`src/rtl/mux_sel_arb.sv`:
```
// Round-robin 5:1 mux-select arbiter with minimum dwell and forced release at MAX_HOLD.
// Latency: request sampled at edge N gives a registered sel/sel_vld after edge N; one idle cycle between grants.
// Backpressure: none; done releases a grant only after MIN_DWELL, and en gates new grants only.
module mux_sel_arb #(
    parameter int MIN_DWELL = 2,
    parameter int MAX_HOLD  = 16,
    parameter int CNT_W     = 5
) (
    input  logic       clk,
    input  logic       rst,
    input  logic       en,
    input  logic [4:0] req,
    input  logic       done,
    output logic [2:0] sel,
    output logic       sel_vld,
    output logic       busy,
    output logic       gnt_timeout
);

    localparam logic [0:0] ST_IDLE  = 1'b0;
    localparam logic [0:0] ST_GRANT = 1'b1;

    localparam logic [CNT_W-1:0] MIN_D = CNT_W'(MIN_DWELL);
    localparam logic [CNT_W-1:0] MAX_H = CNT_W'(MAX_HOLD);
    localparam logic [2:0]       LAST_CH = 3'd4;

    logic [0:0]       state;
    logic [CNT_W-1:0] dwell_cnt;
    logic [2:0]       last;

    logic             win_found;
    logic [2:0]       win_idx;
    logic [3:0]       sum;
    logic [2:0]       cand;

    logic             rel_drop;
    logic             rel_done;
    logic             rel_max;
    logic             release_now;
    logic             timeout_hit;

    // Search order starts one past the last winner, wrapping 4 -> 0.
    always_comb begin
        win_found = 1'b0;
        win_idx   = 3'd0;
        sum       = 4'd0;
        cand      = 3'd0;
        for (int i = 1; i <= 5; i++) begin
            sum = {1'b0, last} + 4'(i);
            if (sum >= 4'd5) begin
                sum = sum - 4'd5;
            end
            cand = sum[2:0];
            if (!win_found && req[cand]) begin
                win_found = 1'b1;
                win_idx   = cand;
            end
        end
    end

    // Release causes in priority order; timeout only flags the MAX_HOLD-only case.
    always_comb begin
        rel_drop    = !req[sel];
        rel_done    = done && (dwell_cnt >= MIN_D);
        rel_max     = (dwell_cnt == MAX_H);
        release_now = rel_drop || rel_done || rel_max;
        timeout_hit = rel_max && !rel_drop && !rel_done;
    end

    always_ff @(posedge clk) begin
        if (rst) begin
            state       <= ST_IDLE;
            sel         <= 3'd0;
            sel_vld     <= 1'b0;
            busy        <= 1'b0;
            gnt_timeout <= 1'b0;
            dwell_cnt   <= '0;
            last        <= LAST_CH;
        end else begin
            gnt_timeout <= 1'b0;
            case (state)
                ST_IDLE: begin
                    if (en && win_found) begin
                        state     <= ST_GRANT;
                        sel       <= win_idx;
                        sel_vld   <= 1'b1;
                        busy      <= 1'b1;
                        dwell_cnt <= CNT_W'(1);
                        last      <= win_idx;
                    end
                end
                ST_GRANT: begin
                    if (release_now) begin
                        state       <= ST_IDLE;
                        sel_vld     <= 1'b0;
                        busy        <= 1'b0;
                        gnt_timeout <= timeout_hit;
                        dwell_cnt   <= '0;
                    end else if (dwell_cnt != MAX_H) begin
                        dwell_cnt <= dwell_cnt + 1'b1;
                    end
                end
                default: begin
                    state <= ST_IDLE;
                end
            endcase
        end
    end

endmodule

```
`config.mk`:
```
export PLATFORM = sky130hd
export DESIGN_NAME = mux_sel_arb
export DESIGN_NICKNAME = d
export VERILOG_FILES = /design/src/rtl/mux_sel_arb.sv
export SDC_FILE = /design/constraint.sdc
export NUM_CORES = 1
export LEC_CHECK = 0
export CORE_MARGIN = 3
export CORE_UTILIZATION = 45
export CTS_BUF_LIST = sky130_fd_sc_hd__clkbuf_16
export DETAILED_ROUTE_END_ITERATION = 12
export GPL_TIMING_DRIVEN = 1
export PLACE_DENSITY = 0.67
export SKIP_CTS_REPAIR_TIMING = 1
export SLEW_MARGIN = 20
export SYNTH_ARGS = -nofsm -noshare
export SYNTH_HDL_FRONTEND = slang
export SYNTH_SLANG_ARGS = --single-unit
```
`constraint.sdc`:
```
create_clock -name clk -period 3.8 [get_ports clk]
set_clock_uncertainty 0.2 [all_clocks]
set_input_delay 0.95 -clock clk [delete_from_list [all_inputs] [get_ports clk]]
set_output_delay 0.95 -clock clk [all_outputs]
set_load 0.02 [all_outputs]
```
# Yosys cells after proc, flatten, opt, wreduce, memory -nomap -nowiden
# Cells that the tools add are included.
dict set report totals {
  reg_bits 14
  in_bits 9
  wordCells 93
}
dict set report classes {
  n_addsub 11
  magnitude_cmp 12
  n_eq_ne 5
  muxes 37
  n_bitwise 2
  reduce_logical 20
}
# cell count
set op_table {}
lappend op_table {{3-bit 2-to-1 mux} 10}
lappend op_table {{3-bit by 4-bit < comparator with 1-bit output (second input constant)} 6}
lappend op_table {{4-bit by 3-bit greater-or-equal comparator with 1-bit output (second input constant)} 5}
lappend op_table {{1-bit binary-select mux with 3-bit select} 6}
lappend op_table {{1-bit 2-to-1 mux} 15}
lappend op_table {{5-bit 2-to-1 mux} 3}
lappend op_table {{3-bit subtractor (second input constant)} 5}
lappend op_table {{5-bit one-hot mux with 2 select lines} 1}
lappend op_table {{3-bit by 2-bit adder with 4-bit output (second input constant)} 2}
lappend op_table {{3-bit by 3-bit adder with 4-bit output (second input constant)} 2}
lappend op_table {{1-bit logical AND} 8}
lappend op_table {{1-bit zero test} 6}
lappend op_table {{2-bit AND reduction} 3}
lappend op_table {{5-bit by 1-bit adder with 5-bit output (second input constant)} 1}
lappend op_table {{5-bit == test (second input constant)} 1}
lappend op_table {{5-bit by 2-bit greater-or-equal comparator with 1-bit output (second input constant)} 1}
lappend op_table {{5-bit != test (second input constant)} 1}
lappend op_table {{3-bit by 1-bit adder with 4-bit output (second input constant)} 1}
lappend op_table {{1-bit one-hot mux with 2 select lines} 2}
lappend op_table {{3-bit by 1-bit != test with 1-bit output (second input constant)} 1}
lappend op_table {{3-bit OR reduction} 1}
lappend op_table {{1-bit logical OR} 2}
lappend op_table {{2-bit by 1-bit != test with 1-bit output (second input constant)} 1}
lappend op_table {{2-bit != test (second input constant)} 1}
lappend op_table {{1-bit NOT} 2}

# Depth between registers and ports, before layout
# Gate-level depths: netlist (run 1).
dict set report depth {
  word_depth 21
  depth_mapped 13
  ltp_nobuf 12
}

# Worst setup path before layout (run 1)
# No wires, ideal clock.
dict set report synth_timing {
  path_kind {register to register}
  from {register, netlist name sel[1]}
  to {register sel[1]}
  setup_ps 58
  t_arrival_ps 3364
  required_ps 3542
  slack_ps 178
  stages_incl_launch_ff 12
  path_buffers 1
  period_less_slack_ps 3622
  cell_sequence {dfxtp_1 > clkbuf_1 > inv_1 > ha_1 > ha_1 > a21oi_4 > mux2_1 > a32o_1 > or3_4 > or4_1 > o2111ai_1 > o21a_1}
}
# item line_no
set synth_lines {}
lappend synth_lines {{end signal: assignment} 85} ;# sel <= win_idx;
lappend synth_lines {{end: declaration} 14} ;# output logic [2:0] sel,

# Final worst setup path (run 1)
dict set report layout_timing {
  from {input req[1]}
  to {register sel[1]}
}
dict set report layout_between {
  elab_chain_cells 17
}
# item line_no
set layout_lines {}
lappend layout_lines {{start: declaration} 12} ;# input logic [4:0] req,
lappend layout_lines {{1-bit binary-select mux with 3-bit select} 54} ;# if (!win_found && req[cand]) begin
lappend layout_lines {{1-bit 2-to-1 mux (not written as such)} 54}
lappend layout_lines {{1-bit 2-to-1 mux} 54}
lappend layout_lines {{1-bit zero test} 54}
lappend layout_lines {{1-bit logical AND} 54}
lappend layout_lines {{1-bit 2-to-1 mux} 54}
lappend layout_lines {{1-bit zero test} 54}
lappend layout_lines {{1-bit logical AND} 54}
lappend layout_lines {{1-bit 2-to-1 mux} 54}
lappend layout_lines {{1-bit zero test} 54}
lappend layout_lines {{1-bit logical AND} 54}
lappend layout_lines {{1-bit 2-to-1 mux} 54}
lappend layout_lines {{1-bit zero test} 54}
lappend layout_lines {{1-bit logical AND} 54}
lappend layout_lines {{1-bit 2-to-1 mux} 54}
lappend layout_lines {{1-bit logical AND} 83} ;# if (en && win_found) begin
lappend layout_lines {{2-bit AND reduction (no source line)} --}
# Several ways; a longest one is shown, not always the timed one. The select of a mux whose other input is x is not followed.
# A chain may end at the register's enable or synchronous reset.

==> run_results.csv, run 1 <==
group,metric,value,unit
global_route,grt_pass1_wl,8390,µm
sta,fin_tns_setup,0,ns
yosys,ys.warnings.count,0,
die,dieWidth,70.04,µm
sta,relSlewSlack,59.03,%
global_route,track_usage,20.52,%
yosys,synth.distinct_cells,72,
drt,wire_per_inst,16.54,µm
yosys,synth.avg_cell_area,8.059,µm²
clock_network,clk_latency,0.24,ns
global_route,grt_max_degree,24,
clock_network,cts_tree,"built",
placement,dp_hpwl,3899,µm
sta,period_share,92.54,%
clock_network,cts.sinks,12,
sta,setup_viol,0,
pwr,power.leakage,0.8710,nW
worst_setup_path,critPathLaunchType,"primary input",
pwr,p_per_area,872.9,nW/µm²
clock_network,ctsLongestPathBuffers,2,
drt,via_per_inst,6.263,
worst_setup_path,worstSetupEndpointType,"flip-flop",
yosys,synth_edf_count,0,
yosys,synth_nets,252,
pwr,peakVddDrop,447.1,µV
clock_network,clkSlewWorstSetupHoldPaths,0.04,ns
global_route,grt-ovfl-total,0,
run_status,status,"completed",
layout,area_growth,18.44,%
layout,diodes,0,
worst_setup_path,worstPathCellList,"clkdlybuf4s50_1 > mux4_2 > o21ai_1 > o41ai_1 > mux2i_1 > buf_4 > nand2_2 > or4_1 > o2111ai_1 > o21a_1",
drt,vias,1879,
worst_setup_path,path_max_fanout,6,
die,io_pins,15,
worst_setup_path,cp_slowest_cell,"mux4_2",
sta,layout_min_cycle_time,3.517,ns
yosys,async_flop_share,0,%
yosys,yosysSeqAreaShare,13.02,%
clock_network,h-tree-depth,1,
die,coreArea,3799,µm²
global_route,antenna_found_initial,0,
sta,rsz0062_at_grt,"no",
layout,layout-drive-gt1-share,16.27,%
yosys,syn_inst,229,
worst_setup_path,critPathMaxStageDelay,0.52,ns
worst_setup_path,worstPathRequired,3.78,ns
worst_setup_path,crit_family,"multiplexers",
run,maxCapViolCount,0,
sta,drv_slew,0,
layout,num-fill-cells,357,
yosys,netlist_area,1846,µm²
drt,ant_nets,0,
drt,route.detailed.drc,0,
placement,gp_congestion,0.9024,
die,die_area,4906,µm²
sta,hold_violations,0,
drt,drtIter0Drc,190,
clock_network,cts-root-buf,"clkbuf_16",
placement,placement.io_buffers,14,
worst_setup_path,critPathBufInv,2,
worst_setup_path,worstPathArrival,3.50,ns
global_route,first_global_vias,1689,
yosys,synth-seq-cells,12,
worst_setup_path,crit_type,"primary input to flip-flop",
die,rows,22,
layout,nets,276,
drt,wirelength,4962,µm
sta,fmax,284.4,MHz
drt,firstDrtPassIters,5,
clock_network,cts_buffers,3,
yosys,synth_ff_type,"dfxtp_1",
die,die_h,70.04,µm
die,initial_utilization,48.58,%
worst_hold_path,min_path_type,"flip-flop to flip-flop",
pwr,p_total,1.908,mW
sta,tightest_slew,0.6089,ns
[path summary, 6_finish.rpt]
kind                             from                  end  slack [ns]  cells past startpoint
hold / removal      busy$_SDFFE_PP0P_    busy$_SDFFE_PP0P_        0.27                      2
setup / recovery               req[1]  sel[1]$_SDFFE_PP0P_        0.28                     10
hold reg to reg     busy$_SDFFE_PP0P_    busy$_SDFFE_PP0P_        0.27                      2
setup reg to reg  sel[0]$_SDFFE_PP0P_  sel[1]$_SDFFE_PP0P_        0.29                     10
[cells in the mapped netlist (2+ instances only)]
library cell	count	share of area, %
a211oi_1	2	0.81
a21oi_1	16	4.3
a221oi_1	3	1.4
a22o_1	3	1.4
a22oi_1	2	0.81
a31o_2	2	0.95
a32o_1	2	1.1
a32oi_1	3	1.4
and2_1	3	1.0
and3b_1	2	0.95
and4_1	2	0.95
buf_2	5	1.4
buf_4	4	1.6
buf_6	2	1.2
clkbuf_1	5	1.0
dfxtp_1	12	13
ha_1	13	8.8
inv_1	11	2.2
mux2_1	2	1.2
mux2i_1	10	5.4
mux4_2	2	2.4
nand2_1	15	3.1
nand2b_1	8	2.7
nand3_1	8	2.2
nand4_1	4	1.4
nor2_1	10	2.0
nor2b_1	6	2.0
nor3_1	10	2.7
nor3b_1	2	0.81
nor3b_2	2	1.4
nor4_1	2	0.68
o211a_1	2	1.1
o211ai_1	3	1.2
o21ai_2	2	0.95
o21bai_1	2	0.81
o32ai_1	2	0.95
o41a_1	2	1.2
o41ai_1	3	1.4
or3b_1	2	0.95
or4_1	2	0.81
xnor2_1	5	2.4
[logic make-up (layout without fill, tap and decap cells)]
logic type,after synthesis,after routing,synth area share [%]
flops,12,12,13.02
xor+xnor,6,6,2.847
buf+inv,27,50,7.458
mux,15,15,9.695
fa+ha+maj,14,14,9.899
simple gates,89,89,29.02
compound gates,66,66,28.07
[metal layers]
layer	GRT usage, %	vias up	part of all wire (%)
li1	-	919	-
met1	29.83	871	46
met2	32.32	86	46
met3	4.029	3	7.6
met4	2.128	0	0.32
met5	0	-	0
[worst register-to-register path, delay by kind of cell, from the launching register on]
family / cells / cell delay [ns]
mux: 1 / 0.39
buf+inv: 1 / 0.15
compound gates: 4 / 0.84
simple gates: 2 / 0.89
flops: 1 / 0.38
fa+ha+maj: 2 / 0.62
[per-stage QoR]
step | setup WS [ns] | area (µm²) | instances | hold WS [ns] | util (%)
after floorplan | 0.1780 | 1846 | 229 | 0.2870 | -
after global placement | 0.1081 | 2107 | 296 | 0.2642 | 55.47
after detailed placement | 0.1104 | 2107 | 296 | 0.2738 | 55.47
after CTS | 0.3365 | 2186 | 300 | 0.2770 | 57.54
after global routing | 0.1368 | 2186 | 300 | 0.3190 | 57.54
final | 0.2833 | 2186 | 300 | 0.2712 | 57.54
[cell type report]
class | count | area (µm²) | share of cell area (%)
Multi-Input combinational cell | 190 | 1468 | 67.14
Timing Repair Buffer | 35 | 297.8 | 13.62
Sequential cell | 12 | 240.2 | 10.99
Clock buffer | 3 | 75.07 | 3.434
Tap cell | 48 | 60.06 | 2.748
Inverter | 11 | 41.29 | 1.889
Clock inverter | 1 | 3.754 | 0.1717
[state kept, by name (all words and copies together) (netlist names)]
register,cells
last,1
sel,3
state,1
busy,1
gnt_timeout,1
dwell_cnt,5
[power by group]
part	internal (mW)	total, mW	switching (mW)
Sequential	0.157	0.188	0.0312
Clock	0.139	0.195	0.0562
Combinational	0.668	1.53	0.857
Total	0.964	1.91	0.944
[cell usage in the layout (no fill, tap or decap), drive strengths merged, types with 7 or more instances in the layout]
cell,n
ha,13
clkdlybuf4s50,14
nand2,16
inv,11
nand2b,8
dfxtp,12
nor3,10
nor2,10
nand3,8
nor2b,7
buf,21
a21oi,17
mux2i,10
(Power assumes the default switching activity.)
==> run 2: changes to the inputs <==
Settings changed: CORE_MARGIN 3 to unset, CTS_BUF_LIST sky130_fd_sc_hd__clkbuf_16 to unset, SLEW_MARGIN 20 to unset.
==> run 2 against run 1 <==
First-iteration DRC count is 12% lower. Routed wire length grew 1.4%. Total power is 0.68% lower. Utilization increased by 0.16 points. Cell area grew 0.29%. Register-to-register slack is essentially flat. Critical path depth rose by 1. Hold slack worse by 0.00090 ns. Sequential share of layout area about the same. Via count shrank 0.59%. Critical path type is now flip-flop to flip-flop. Highest routed layer unchanged.
==> run_results.csv, run 2 (synthesized netlist as in run 1, its figures left out) <==
group,metric,value,unit
run_status,status,"completed",
die,rows,22,
worst_setup_path,worstPathArrival,3.50,ns
layout,fin_util,57.71,%
worst_setup_path,worstPathCellList,"inv_1 > ha_1 > ha_1 > and2_1 > a21oi_1 > and4b_1 > buf_4 > or3b_1 > o21ai_2 > nor3b_2 > a22o_1",
clock_network,clk_latency,0.24,ns
worst_setup_path,r2r_start,"sel[0]$_SDFFE_PP0P_",
layout,nets,280,
drt,vias,1868,
global_route,track_usage,26.16,%
drt,wirelength,5029,µm
sta,tightest_slew,0.5789,ns
layout,largest_register_ff_count,5,
worst_setup_path,worstSetupEndpointType,"flip-flop",
clock_network,clkSlewWorstSetupHoldPaths,0.06,ns
layout,mostFrequentLayoutCells,"25 x buf_4, 16 x a21oi_1, 15 x nand2_1",
pwr,pwr-share-seq,10.1,%
sta,rsz0062_at_grt,"no",
placement,gp_congestion,0.8729,
worst_setup_path,critPathLaunchType,"flip-flop",
pwr,p_comb_share,82.4,%
worst_hold_path,worstHoldStart,"busy$_SDFFE_PP0P_",
global_route,antenna_found_initial,0,
worst_setup_path,crit_type,"flip-flop to flip-flop",
worst_setup_path,critPathLaunch,"sel[0]$_SDFFE_PP0P_",
global_route,grt_pass1_wl,8721,µm
global_route,grt_max_degree,25,
pwr,power.leakage,0.8807,nW
worst_setup_path,path_max_fanout,7,
run,maxCapViolCount,0,
pwr,power_frac_clock,7.5,%
layout,area_growth,18.78,%
layout,largest-register,"dwell_cnt",
sta,fmax,284.8,MHz
layout,diodes,0,
sta,drv_slew,0,
drt,drtIter0Drc,167,
placement,dp_hpwl,3960,µm
global_route,first_global_vias,1832,
worst_setup_path,crit_family,"simple AND/OR/NAND/NOR gates",
drt,ant_nets,0,
sta,fin_tns_setup,0,ns
layout,biggestRegsByFlops,"dwell_cnt x5, sel x3",
sta,layout_min_cycle_time,3.511,ns
die,dieWidth,66.04,µm
worst_setup_path,cpMostUsedCell,"ha_1",
sta,setup_viol,0,
worst_setup_path,critPathBufInv,2,
die,initial_utilization,48.58,%
die,io_pins,15,
clock_network,ctsLongestPathBuffers,2,
placement,pre_cts_slack,0.07951,ns
worst_setup_path,worstPathRequired,3.79,ns
worst_setup_path,cp_slowest_cell,"a21oi_1",
drt,via_per_inst,6.145,
sta,layout_setup_ws,0.2890,ns
sta,hold_ws,0.2703,ns
die,die_h,66.04,µm
placement,placement.io_buffers,14,
worst_hold_path,min_path_type,"flip-flop to flip-flop",
pwr,swShare,49.97,%
pwr,internal_power,0.9480,mW
drt,wire_per_inst,16.54,µm
die,coreArea,3799,µm²
clock_network,cts.sinks,12,
layout,layout-drive-gt1-share,17.97,%
die,die_area,4361,µm²
sta,hold_violations,0,
worst_setup_path,critPathMaxStageDelay,0.46,ns
clock_network,cts_tree,"built",
sta,relSlewSlack,61.41,%
layout,final_common_cell,"buf_4",
drt,firstDrtPassIters,4,
pwr,peakVddDrop,353.8,µV
clock_network,cts-root-buf,"clkbuf_8",
pwr,netSwitchingPower,0.9470,mW
global_route,grt-ovfl-total,0,
clock_network,cts_buffers,3,
clock_network,h-tree-depth,1,
pwr,p_per_area,864.5,nW/µm²
sta,period_share,92.40,%
drt,route.detailed.drc,0,
## run 2: final timing paths
path | to | slack, ns | cells after the start
max | dwell_cnt[3]$_SDFFE_PP0P_ | 0.29 | 11
min reg2reg | busy$_SDFFE_PP0P_ | 0.27 | 2
max reg2reg | dwell_cnt[3]$_SDFFE_PP0P_ | 0.29 | 11
min | busy$_SDFFE_PP0P_ | 0.27 | 2
## run 2: power by group through the flow
stage,sequential (mW),combinational [mW],clock (mW)
final,0.192,1.56,0.141
after global routing,0.198,1.72,0.152
after CTS,0.192,1.54,0.144
after detailed placement,0.195,1.53,0
after global placement,0.194,1.52,0
after floorplan,0.202,1.10,0
## run 2: layer usage
| layer | vias up | part of all wire [%] | track usage [%] |
|---|---|---|---|
| li1 | 931 | - | - |
| met1 | 859 | 46 | 34.31 |
| met2 | 65 | 46 | 42.22 |
| met3 | 13 | 5.8 | 4.483 |
| met4 | 0 | 2.4 | 10.37 |
| met5 | - | 0 | 0 |
## run 2: final cells by class
type                       instances  area [µm²]
clock buffer                       4       55.05
fill                             369        1607
inverter                          11       41.29
multi-input combinational        190        1468
sequential                        12       240.2
tap                               48       60.06
timing repair buffer              39       327.8
## run 2: through the flow
stage	total power, mW	instance area [µm²]	std cells
2_1_floorplan	1.297	1846	229
3_3_place_gp	1.716	2137	300
3_5_place_dp	1.724	2137	300
4_1_cts	1.873	2192	304
5_1_grt	2.069	2192	304
6_report	1.895	2192	304
## run 2: worst reg2reg max path: stages (launching register included)
cell     delay (ns)
dfxtp_1        0.40
inv_1          0.14
ha_1           0.22
ha_1           0.39
and2_1         0.18
a21oi_1        0.46
and4b_1        0.28
buf_4          0.15
or3b_1         0.42
o21ai_2        0.16
nor3b_2        0.28
a22o_1         0.18
==> run 3: changes to the inputs <==
Settings changed: CTS_BUF_LIST set to sky130_fd_sc_hd__clkbuf_2 sky130_fd_sc_hd__clkbuf_4 sky130_fd_sc_hd__clkbuf_8.
==> results of run 3 <==
Final layout, timing and power as in run 2 (identical DEF).
